**src/rtl/aes_pkg.sv**
```systemverilog
// aes_pkg: scheduler state encoding and core key-mode constants
package aes_pkg;
  typedef enum logic [2:0] {KEY_IDLE, RUN, DRAIN, SWITCH, KEYWAIT} state_t;
  localparam logic [1:0] KEY128 = 2'd0, KEY192 = 2'd1, KEY256 = 2'd2;
endpackage

```
**src/rtl/aes_tag_fifo.sv**
```systemverilog
// aes_tag_fifo: in-order requester-id FIFO (push/pop, full/empty, count = blocks in flight)
module aes_tag_fifo #(
  parameter int DEPTH = 4,
  parameter int W = 2
) (
  input  logic                     clk,
  input  logic                     reset_n,
  input  logic                     push,
  input  logic [W-1:0]             wdata,
  input  logic                     pop,
  output logic [W-1:0]             rdata,
  output logic                     full,
  output logic                     empty,
  output logic [$clog2(DEPTH):0]   count
);
  localparam int AW = $clog2(DEPTH);
  logic [W-1:0] mem [DEPTH];
  logic [AW-1:0] wp, rp;
  logic do_push, do_pop;
  assign do_push = push && !full;
  assign do_pop = pop && !empty;
  assign full = count == (AW+1)'(DEPTH);
  assign empty = count == '0;
  assign rdata = mem[rp];
  always_ff @(posedge clk) if (do_push) mem[wp] <= wdata;
  always_ff @(posedge clk or negedge reset_n)
    if (!reset_n) begin
      wp <= '0;
      rp <= '0;
      count <= '0;
    end else begin
      if (do_push) wp <= wp + 1'b1;
      if (do_pop) rp <= rp + 1'b1;
      count <= count + (AW+1)'(do_push) - (AW+1)'(do_pop);
    end
endmodule

```
**src/rtl/aes_req_sched.sv**
```systemverilog
// aes_req_sched: round-robin sharing of one aes core among NUM_REQ requesters (req_*), key control (cfg_*), core drive (aes_*), in-order responses (rsp_*)
module aes_req_sched
  import aes_pkg::*;
#(
  parameter int NUM_REQ = 4,
  parameter int TAG_DEPTH = 4,
  parameter int ISSUE_GAP = 3
) (
  input  logic                       clk,
  input  logic                       reset_n,
  input  logic [NUM_REQ-1:0]         req_valid,
  input  logic [NUM_REQ-1:0]         req_ende,
  input  logic [NUM_REQ*128-1:0]     req_data,
  output logic [NUM_REQ-1:0]         req_ready,
  input  logic                       cfg_start,
  input  logic [255:0]               cfg_key,
  input  logic [1:0]                 cfg_key_mode,
  output logic                       cfg_busy,
  output logic                       rsp_valid,
  output logic [$clog2(NUM_REQ)-1:0] rsp_id,
  output logic [127:0]               rsp_data,
  output logic                       aes_start,
  output logic                       aes_enable,
  output logic                       aes_ende,
  output logic [255:0]               aes_key,
  output logic [1:0]                 aes_key_mode,
  output logic [127:0]               aes_data,
  output logic                       aes_data_valid,
  input  logic                       aes_ready,
  input  logic                       aes_key_ready,
  input  logic [127:0]               aes_odata,
  input  logic                       aes_odata_valid
);
  localparam int IW = $clog2(NUM_REQ);
  localparam int CW = $clog2(TAG_DEPTH) + 1;
  localparam int GW = $clog2(ISSUE_GAP + 1);
  state_t state, state_nx;
  logic [IW-1:0] ptr, win, idx, tag;
  logic [GW-1:0] gap;
  logic [1:0] kw;
  logic [255:0] pend_key;
  logic [1:0] pend_mode;
  logic [CW-1:0] inflight;
  logic any, mismatch, grant, full, empty, pop, key_go;
  always_comb begin
    win = ptr;
    idx = ptr;
    any = 1'b0;
    for (int i = NUM_REQ; i >= 1; i--) begin
      idx = IW'((int'(ptr) + i) % NUM_REQ);
      if (req_valid[idx]) begin
        win = idx;
        any = 1'b1;
      end
    end
  end
  assign mismatch = any && (req_ende[win] != aes_ende);
  assign grant = state == RUN && !cfg_start && any && !mismatch && aes_ready && aes_key_ready && !full && gap == '0;
  assign req_ready = grant ? NUM_REQ'(1) << win : '0;
  assign pop = aes_odata_valid && !empty;
  assign cfg_busy = state == DRAIN || state == KEYWAIT;
  assign aes_enable = 1'b1;
  assign key_go = state == DRAIN && state_nx == KEYWAIT;
  always_comb begin
    state_nx = state;
    if (cfg_start) state_nx = DRAIN;
    else case (state)
      RUN: if (mismatch) state_nx = SWITCH;
      DRAIN: if (inflight == '0) state_nx = KEYWAIT;
      SWITCH: if (inflight == '0) state_nx = RUN;
      KEYWAIT: if (kw == '0 && aes_key_ready) state_nx = RUN;
      default: ;
    endcase
  end
  always_ff @(posedge clk or negedge reset_n)
    if (!reset_n) begin
      state <= KEY_IDLE;
      ptr <= '0;
      gap <= '0;
      kw <= '0;
      pend_key <= '0;
      pend_mode <= KEY128;
      aes_start <= 1'b0;
      aes_ende <= 1'b0;
      aes_key <= '0;
      aes_key_mode <= KEY128;
      aes_data <= '0;
      aes_data_valid <= 1'b0;
      rsp_valid <= 1'b0;
      rsp_id <= '0;
      rsp_data <= '0;
    end else begin
      state <= state_nx;
      aes_start <= key_go;
      aes_data_valid <= grant;
      rsp_valid <= pop;
      // the core's key_ready is stale during the start cycle and the one after it
      kw <= key_go ? 2'd2 : (kw != '0 ? kw - 2'd1 : kw);
      gap <= grant ? GW'(ISSUE_GAP - 1) : (gap != '0 ? gap - 1'b1 : gap);
      if (cfg_start) begin
        pend_key <= cfg_key;
        pend_mode <= cfg_key_mode;
      end
      if (key_go) begin
        aes_key <= pend_key;
        aes_key_mode <= pend_mode;
      end
      if (state == SWITCH && state_nx == RUN && any) aes_ende <= req_ende[win];
      if (grant) begin
        ptr <= win;
        aes_data <= req_data[int'(win)*128 +: 128];
      end
      if (pop) begin
        rsp_id <= tag;
        rsp_data <= aes_odata;
      end
    end
  aes_tag_fifo #(.DEPTH(TAG_DEPTH), .W(IW)) u_tags (
    .clk(clk), .reset_n(reset_n), .push(grant), .wdata(win), .pop(pop),
    .rdata(tag), .full(full), .empty(empty), .count(inflight)
  );
  assert property (@(posedge clk) disable iff (!reset_n) !(aes_odata_valid && empty));
endmodule

```
**config.mk**
```make
export PLATFORM = sky130hd
export DESIGN_NAME = aes_req_sched
export DESIGN_NICKNAME = d
export VERILOG_FILES = /design/src/rtl/aes_pkg.sv /design/src/rtl/aes_tag_fifo.sv /design/src/rtl/aes_req_sched.sv
export SDC_FILE = /design/constraint.sdc
export NUM_CORES = 1
export LEC_CHECK = 0
export BUFFER_PORTS_ARGS = -buffer_cell sky130_fd_sc_hd__buf_2
export CAP_MARGIN = 20
export CORE_AREA = 10 10 554 556
export DETAILED_ROUTE_END_ITERATION = 12
export DIE_AREA = 0 0 564 566
export PLACE_DENSITY = 0.31
export SYNTH_ARGS = -nofsm -noshare
export SYNTH_HDL_FRONTEND = slang
export SYNTH_SLANG_ARGS = --single-unit
```
**constraint.sdc**
```tcl
create_clock -name clk -period 3.8 [get_ports clk]
set_clock_uncertainty 0.1 [all_clocks]
set_input_delay 0.57 -clock clk [delete_from_list [all_inputs] [get_ports clk]]
set_output_delay 0.57 -clock clk [all_outputs]
set_load 0.005 [all_outputs]
```
== Word-level counts from Yosys, hierarchy flattened ==
Memory sizes are Yosys's and may differ from the RTL's. A register that Yosys moved wholly into a read port is not among the register bits.
Cells that the tools add are included.

* $add $sub $neg: 10
* Order comparisons: 5
* Equality and inequality tests: 8
* Shifts and indexed selects: 2
* Mux-type cells: 31
* Reductions and logical operators: 28

{| class="wikitable"
|+ Operators with widths
! cell !! count
|-
| 512-bit by 10-bit indexed part select with 128-bit output || 1
|-
| 2-bit two-way mux || 8
|-
| 1-bit logical AND || 15
|-
| 2-bit by 3-bit < comparator with 1-bit output, second input constant || 5
|-
| 3-bit two-way mux || 5
|-
| 3-bit one-hot mux with 4 select lines || 1
|-
| 1-bit two-way mux || 11
|-
| 1-bit binary-select mux with 2-bit select || 5
|-
| 3-bit equality test, second input constant || 3
|-
| 2-bit by 1-bit adder with 2-bit output, second input constant || 4
|-
| 2-bit nonzero test || 4
|-
| 3-bit by 1-bit equality test with 1-bit output, second input constant || 2
|-
| 3-bit by 2-bit equality test with 1-bit output, second input constant || 2
|-
| 1-bit zero test || 5
|-
| 2-bit adder, second input constant || 2
|-
| 2-bit zero test || 2
|-
| 4-bit two-way mux || 1
|-
| 1-bit by 2-bit left shift with 4-bit output, first input constant || 1
|-
| 2-bit by 1-bit subtractor with 2-bit output, second input constant || 2
|-
| 3-bit by 1-bit adder with 3-bit output || 1
|-
| 3-bit zero test || 1
|-
| 3-bit by 1-bit subtractor with 3-bit output || 1
|-
| 1-bit logical OR || 1
|-
| 1-bit != test || 1
|}

* Bits in registers: 792
* Memory bits (writable): 8
* Output and inout port bits: 526
* Logic and storage cells: 102
* Memories kept: 1

{| class="wikitable"
|+ Memories
! memory !! depth !! width !! read ports !! clocked after Yosys merged registers in !! wr ports !! line !! RTL
|-
| u_tags.mem || 4 || 2 || 1 || 1 || 1 || aes_tag_fifo.sv:17 || <nowiki>logic [W-1:0] mem [DEPTH];</nowiki>
|}

== Longest topological paths before layout ==
Gate-level depths: netlist of the first run.

* Word-level depth: 20
* Mapped depth: 11
* Mapped depth without buffers: 11

== Modules after synthesis ==
A second synthesis of the first run with hierarchy kept.

* Cells, all modules: 2905
* Area total of the unflattened synthesis: 33845.0 µm²

{| class="wikitable"
|+ By module, submodules not included
! module !! times used !! cells an instance !! area an instance (µm²) !! sequential area each (µm²)
|-
| aes_req_sched || 1 || 2853 || 33080.5 || 19693.9
|-
| aes_tag_fifo || 1 || 52 || 764.5 || 415.4
|}

== Worst setup path before layout of the first run ==
OpenSTA, ideal clock, no wires.

* Kind: input -> register
* Start: in req_valid[1]
* End: reg aes_data[103]
* Library setup time: 125 ps
* Data arrival time: 2683 ps
* Path slack: 892 ps
* Stages: 11
* Buffers on the path: 3
* Cells stage by stage: nor2b_1 > or3_1 > and2_1 > buf_4 > a211oi_2 > or3_1 > nand4_2 > inv_2 > buf_6 > buf_6 > mux2_4

* Longest elaborated chain between the ends: 16

{| class="wikitable"
|+ RTL lines
! what !! line !! RTL
|-
| start: declaration || aes_req_sched.sv:11 || <nowiki>input logic [NUM_REQ-1:0] req_valid,</nowiki>
|-
| parallel branches: the longest is 16 deep, another holds 512-bit by 10-bit indexed part select with 128-bit output || -- ||
|-
| end signal: assignment || aes_req_sched.sv:111 || <nowiki>aes_data <= req_data[int'(win)*128 +: 128];</nowiki>
|-
| end: declaration || aes_req_sched.sv:27 || <nowiki>output logic [127:0] aes_data,</nowiki>
|}

Several ways; the timed one is not identified. The select of a mux whose other input is x is not followed.
A chain may end at the register's enable or synchronous reset.

== Worst setup path in the final report of the first run ==
* Start: reg ptr[1]
* End: out req_ready[0]

* Longest elaborated chain between the ends: 18

{| class="wikitable"
|+ RTL lines
! what !! line !! RTL
|-
| start: declaration || aes_req_sched.sv:38 || <nowiki>logic [IW-1:0] ptr, win, idx, tag;</nowiki>
|-
| start signal: assignment || aes_req_sched.sv:110 || <nowiki>ptr <= win;</nowiki>
|-
| 2-bit by 1-bit adder with 2-bit output || aes_req_sched.sv:50 || <nowiki>idx = IW'((int'(ptr) + i) % NUM_REQ);</nowiki>
|-
| 1-bit binary-select mux with 2-bit select || aes_req_sched.sv:51 || <nowiki>if (req_valid[idx]) begin</nowiki>
|-
| 1-bit two-way mux (implied by the code) || aes_req_sched.sv:51 ||
|-
| 2-bit two-way mux (4 in series) || aes_req_sched.sv:51 ||
|-
| 1-bit binary-select mux with 2-bit select || aes_req_sched.sv:57 || <nowiki>assign mismatch = any && (req_ende[win] != aes_ende);</nowiki>
|-
| 1-bit two-way mux (implied by the code) || aes_req_sched.sv:57 ||
|-
| 1-bit != test || aes_req_sched.sv:57 ||
|-
| 1-bit logical AND || aes_req_sched.sv:57 ||
|-
| 1-bit zero test || aes_req_sched.sv:58 || <nowiki>assign grant = state == RUN && !cfg_start && any && !mismatch && aes_ready && aes_key_ready && !full && gap == ...</nowiki>
|-
| 1-bit logical AND (5 in series) || aes_req_sched.sv:58 ||
|-
| 4-bit two-way mux (*) || aes_req_sched.sv:59 || <nowiki>assign req_ready = grant ? NUM_REQ'(1) << win : '0;</nowiki>
|-
| end: declaration || aes_req_sched.sv:14 || <nowiki>output logic [NUM_REQ-1:0] req_ready,</nowiki>
|}

Mark *: on every way between the ends. The rest lies on a longest branch, timed or not. The select of a mux whose other input is x is not followed.

==> impl_metrics.csv, run 1 <==
group,metric,value,unit
drt,wl,247,mm
setup_path,crit_path_max_fanout,5,
drt,drt_iter0_drc,1605,
setup_path,crit_arrival,2.95,ns
global_route,grt_pass1_vias,33300,
setup_path,worstSetupPathType,"reg -> out",
pwr,irDropWorstVdd,0.000301,V
timing,hold_slack,0.0512,ns
floorplan,rows,200,
timing,relSlewSlack,0.404,
cells_and_area,final_cell_mix,"buf_2, nand2_1, dfrtp_1",
timing,setup_viol,0,
cells_and_area,nFillCells,33100,
setup_path,slowest_stage,"dfrtp_1",
global_route,track_usage,0.148,
cells_and_area,final_common_cell,"buf_2",
drt,drt-pass1-iter-count,5,
placement,dp_hpwl,206,mm
timing,tightest_slew,0.895,ns
setup_path,worstPathRequired,3.13,ns
timing,fmax,276,MHz
clock_network,clkTransAtPathRegs,0.06,ns
timing,fin_crit,3.62,ns
drt,vias_per_cell,3.51,
global_route,grt_pass1_wl,324,mm
pwr,power_density,586,mW/mm^2
global_route,grt_start_max_net_pins,127,
floorplan,core-area,0.296,mm^2
outcome,status,"complete, no violations",
synth,synth_area,0.0342,mm^2
synth,syn-instance-count,2883,
setup_path,startpoint_type,"flop",
clock_network,clk_latency,0.80,ns
clock_network,cts_sinks,802,
drt,via_count,31100,
global_route,grt_remaining_overflow,0,
clock_network,cts_root_buf,"clkbuf_16",
clock_network,h-tree-depth,3,
setup_path,worst_setup_path_end_kind,"primary output",
synth,syn-num-nets,3804,
pwr,leakage,0.0261,uW
cells_and_area,syn_to_final_growth,59.3,%
drt,final_antenna_net_count,0,
drt,drc_errors,0,
clock_network,cts_made_buffers,114,
synth,syn_avg_cell_area,11.9,um^2
hold_path,min_path_type,"in -> reg",
drt,wl_per_cell,27.9,um
synth,ys_seq_elements,802,
synth,synth.distinct_cells,47,
floorplan,initial_core_util,0.116,
placement,globalplace.congestion,0.922,
floorplan,die_w,564,um
cells_and_area,drive_above_1_share,0.484,
timing,drv_slew,0,
setup_path,cpPeakStageDelay,0.46,ns
timing,hold_viol_final,0,
floorplan,die_height,566,um
clock_network,cts_buffer_depth,4,
timing,fin_ws,0.176,ns
synth,yosysWarningCount,0,
placement,numPortBuffers,1436,
synth,yosysSeqAreaShare,0.587,
floorplan,io_pins,1438,
timing,fin_crit_sh,0.954,
global_route,antenna_found_initial,266,
clock_network,cts_tree,"yes",
setup_path,crit_chain,"or3_1 > and2_4 > a211oi_4 > or3_4 > nand4_4 > nor3_4 > buf_2",
placement,place_ws,0.153,ns
run,cap_viol_max_count,0,
floorplan,dieArea,0.319,mm^2
cells_and_area,nets,5648,
==> what timing repair did <==
item,in CTS,in global routing
pin swaps,2,4
buffers inserted,4,3
resized for setup,3,9
hold buffers,387,0
setup endpoints to repair,4,4
hold endpoints to repair,409,0
==> registers in the layout, summed over array words and instances (netlist names), 2 cells and up <==
| register | cells |
|---|---|
| aes_data | 128 |
| aes_key | 256 |
| aes_key_mode | 2 |
| gap | 2 |
| kw | 2 |
| pend_key | 256 |
| pend_mode | 2 |
| ptr | 2 |
| rsp_data | 128 |
| rsp_id | 2 |
| state | 3 |
| u_tags.count | 3 |
| u_tags.mem | 8 |
| u_tags.rp | 2 |
| u_tags.wp | 2 |
==> stage by stage <==
stage               cell area [um^2]  TNS [ns]  instances  power (uW)   util
detailed placement             46500         0       8156       20900  0.157
floorplan                      34200         0       2883       15200      -
global placement               46500         0       8156       20900  0.157
CTS                            54200         0       8750       33000  0.183
global route                   54400   -0.0117       8793       34000  0.184
finish                         54600         0       8847       32000  0.184
==> critical path, delay by kind of cell (launching register included) <==
kind | cells | cell delay [ns]
compound gates | 1 | 0.30
simple gates | 5 | 1.26
flops | 1 | 0.46
buf+inv | 1 | 0.15
==> where the power goes <==
part	internal, uW	switching [uW]	leakage, uW	total, uW
clock	6780	4400	0.00188	11200
combinational	3950	4970	0.0144	8920
sequential	10700	1150	0.00984	11900
total	21400	10500	0.0261	32000
==> Yosys cell counts (all sizes together) <==
cell type,number,area [um^2]
clkinv,1,3.75
nor4,1,6.26
or3,4,25.0
o21ba,1,10.0
a21oi,2,10.0
ha,8,100
edfxtp,8,240
a221oi,1,15.0
a41oi,1,8.76
o21ai,5,25.0
xor2,2,17.5
o221ai,1,8.76
mux2,650,7620
and2,5,31.3
and3,128,801
mux2i,1,10.0
fa,1,20.0
nor2,8,30.0
o41ai,2,17.5
buf,56,405
clkbuf,131,492
mux4,2,45.0
conb,1,3.75
inv,17,63.8
nand2,900,3380
a21boi,2,15.0
a21o,1,7.51
a31oi,129,807
a211oi,2,25.0
a2111oi,1,15.0
dfrtp,794,19900
nor3,5,25.0
nand2b,2,12.5
xnor2,5,43.8
nand4,1,12.5
a211o,1,8.76
nor2b,3,18.8
==> final timing paths <==
path                                    start            to  slack (ns)  cells after the start
min in group asynchronous             reset_n  aes_key[246]        0.28                      2
worst min register to register   rsp_data[58]  rsp_data[58]        0.37                      2
worst min-delay path            aes_odata[42]  rsp_data[42]        0.05                      3
worst max register to register         ptr[1]  aes_data[72]        0.53                     10
max in group asynchronous             reset_n  aes_key[126]        2.22                      4
worst max-delay path                   ptr[1]  req_ready[0]        0.18                      7
==> per-layer routing <==
| metal | up-vias | GRT usage | wire length [um] |
|---|---|---|---|
| met5 | - | 0 | 595 |
| met4 | 90 | 0.0364 | 7390 |
| met3 | 474 | 0.0600 | 25300 |
| met2 | 1447 | 0.241 | 112000 |
| met1 | 15500 | 0.182 | 102000 |
| li1 | 13600 | - | - |
==> cells by family (layout without fill, tap and decap cells) <==
family                   after synthesis  in the layout  share of synthesized area
XOR/XNOR                               7              7                    0.00179
AO/OA/AOI/OAI                        149            149                     0.0284
AND/OR/NAND/NOR                     1057           1057                      0.127
buffers and inverters                205           2136                     0.0282
adder cells (fa/ha/maj)                9              9                    0.00351
flip-flops                           802            802                      0.587
multiplexers                         653            653                      0.224
other                                  1             95                   0.000109
==> final cells by class <==
type,instances,area [um^2],share of cell area
clock inverter,46,626,0.0115
antenna,94,235,0.00431
tap,3939,4930,0.0903
timing repair buffer,1915,12100,0.221
multi-input combinational,1876,13300,0.243
sequential,802,20100,0.369
clock buffer,157,3220,0.0591
inverter,18,92.6,0.00170
Power figures use the tool's default switching activity.
==> inputs of run 2 (changes only) <==
- CTS_CLUSTER_DIAMETER: not set -> 100
- REMOVE_ABC_BUFFERS: not set -> 1
==> impl_metrics.csv, run 2 (synthesis gave the netlist of run 1 again) <==
group,metric,value,unit
drt,drt_iter0_drc,1743,
placement,globalplace.congestion,0.916,
clock_network,cts_tree,"yes",
timing,hold_viol_final,0,
cells_and_area,nFillCells,33200,
pwr,leakage,0.0261,uW
pwr,irDropWorstVdd,0.000342,V
setup_path,worstSetupPathType,"reg -> out",
global_route,track_usage,0.131,
timing,fin_crit_sh,0.946,
global_route,grt_remaining_overflow,0,
cells_and_area,finalNonFillerCells,8812,
floorplan,initial_core_util,0.116,
run,cap_viol_max_count,0,
clock_network,cts_root_buf,"clkbuf_16",
floorplan,rows,200,
global_route,antenna_found_initial,111,
drt,via_count,30500,
floorplan,core-area,0.296,mm^2
clock_network,cts_buffer_depth,4,
placement,dp_hpwl,180,mm
setup_path,crit_arrival,2.92,ns
timing,hold_slack,0.0844,ns
setup_path,cp.depth,7,
setup_path,slowest_stage,"dfrtp_2",
placement,placed_area,0.0467,mm^2
floorplan,dieArea,0.319,mm^2
drt,wl,218,mm
global_route,grt_pass1_wl,296,mm
hold_path,min_path_type,"in -> reg",
drt,drt-pass1-iter-count,5,
cells_and_area,reg_top3,"aes_key (256), pend_key (256)",
cells_and_area,final_common_cell,"buf_2",
timing,final.setup.tns,0,ns
cells_and_area,fin_area,0.0544,mm^2
drt,final_antenna_net_count,0,
setup_path,cpMostUsedCell,"buf_4",
cells_and_area,final_cell_mix,"buf_2, nand2_1, dfrtp_1",
clock_network,clkTransAtPathRegs,0.06,ns
setup_path,worst_setup_path_end_kind,"primary output",
timing,rsz0062_at_grt,"false",
outcome,status,"complete, no violations",
placement,numPortBuffers,1436,
floorplan,die_height,566,um
clock_network,cts_sinks,802,
floorplan,io_pins,1438,
cells_and_area,syn_to_final_growth,58.9,%
clock_network,h-tree-depth,3,
drt,wl_per_cell,24.8,um
clock_network,cts_made_buffers,111,
setup_path,path_delay_family,"buffers and inverters",
timing,drv_slew,0,
drt,vias_per_cell,3.46,
placement,dp.cells,8180,
setup_path,startpoint_type,"flop",
setup_path,crit_chain,"or3_4 > and2_4 > buf_4 > inv_8 > buf_4 > nor3_1 > buf_2",
timing,fmax,278,MHz
timing,fin_crit,3.59,ns
timing,tightest_slew,0.947,ns
setup_path,reg2reg_depth,7,
setup_path,crit_path_max_fanout,47,
pwr,power_density,569,mW/mm^2
global_route,grt_start_max_net_pins,164,
cells_and_area,drive_above_1_share,0.484,
cells_and_area,nets,5659,
drt,drc_errors,0,
timing,relSlewSlack,0.364,
setup_path,cpPeakStageDelay,0.46,ns
setup_path,critPathBufInv,4,
timing,setup_viol,0,
global_route,grt_pass1_vias,33100,
hold_path,hold_depth,3,
setup_path,worstPathRequired,3.13,ns
floorplan,die_w,564,um
clock_network,clk_latency,0.83,ns
[run 2: cell types whose count changed in the layout (fill, tap and decap cells not counted), sizes merged, moves of 4 or more]
cell	change
buf	+19
clkinv	-4
clkbuf	+9
clkinvlp	-6
bufinv	-6
dlygate4sd3	-5
diode	-45
[run 2: report_power, final]
part | total (uW) | internal (uW) | leakage, uW | switching, uW
sequential | 11900 | 10700 | 0.00984 | 1170
combinational | 8520 | 3980 | 0.0145 | 4540
clock | 10600 | 6360 | 0.00181 | 4220
total | 31000 | 21100 | 0.0261 | 9930
[run 2: cell type report]
cell class	instances	area, um^2	share of cell area
Antenna cell	49	123	0.00225
Multi-Input combinational cell	1876	13300	0.243
Clock inverter	33	430	0.00791
Clock buffer	166	3240	0.0596
Timing Repair Buffer	1929	12200	0.225
Tap cell	3939	4930	0.0906
Inverter	18	92.6	0.00170
Sequential cell	802	20100	0.370
[run 2: timing repair]
action	in CTS	in global routing
buffers inserted	4	0
hold buffers	382	0
setup endpoints to repair	4	3
pin swaps	3	0
endpoints found under the hold margin	409	0
gates resized for setup	9	3
[run 2: per-layer routing]
layer,vias up,GRT usage,wire (um),part of all wire
li1,13600,-,-,-
met1,15300,0.149,84900,0.39
met4,30,0.0328,6720,0.031
met5,-,0,185,0.00085
met3,311,0.0414,17400,0.080
met2,1290,0.235,109000,0.50
[run 2: per-stage QoR]
stage / worst slack, ns / total power, uW / util
after floorplan: -9.49 / 15400 / -
after global placement: 0.218 / 20500 / 0.158
after detailed placement: 0.206 / 20600 / 0.158
after CTS: 0.00358 / 31900 / 0.184
after global routing: 0.0405 / 32900 / 0.184
final: 0.205 / 31000 / 0.184
[run 2: path summary, 6_finish.rpt]
check	start	end	slack (ns)
worst min register to register	pend_key[222]	aes_key[222]	0.31
max in group asynchronous	reset_n	pend_key[38]	2.20
min in group asynchronous	reset_n	rsp_data[28]	0.21
worst max register to register	u_tags.count[1]	aes_key[127]	0.33
worst min-delay path	aes_odata[44]	rsp_data[44]	0.08
worst max-delay path	ptr[1]	req_ready[1]	0.21
[run 2: worst reg2reg max path, cell delays in order, from the launching register on]
cell and delay [ns]:
dfrtp_1 0.44, nor3_1 0.80, nand2b_1 0.17, or3_1 0.48, nor2_4 0.23, buf_12 0.23
buf_4 0.45, mux2_2 0.41
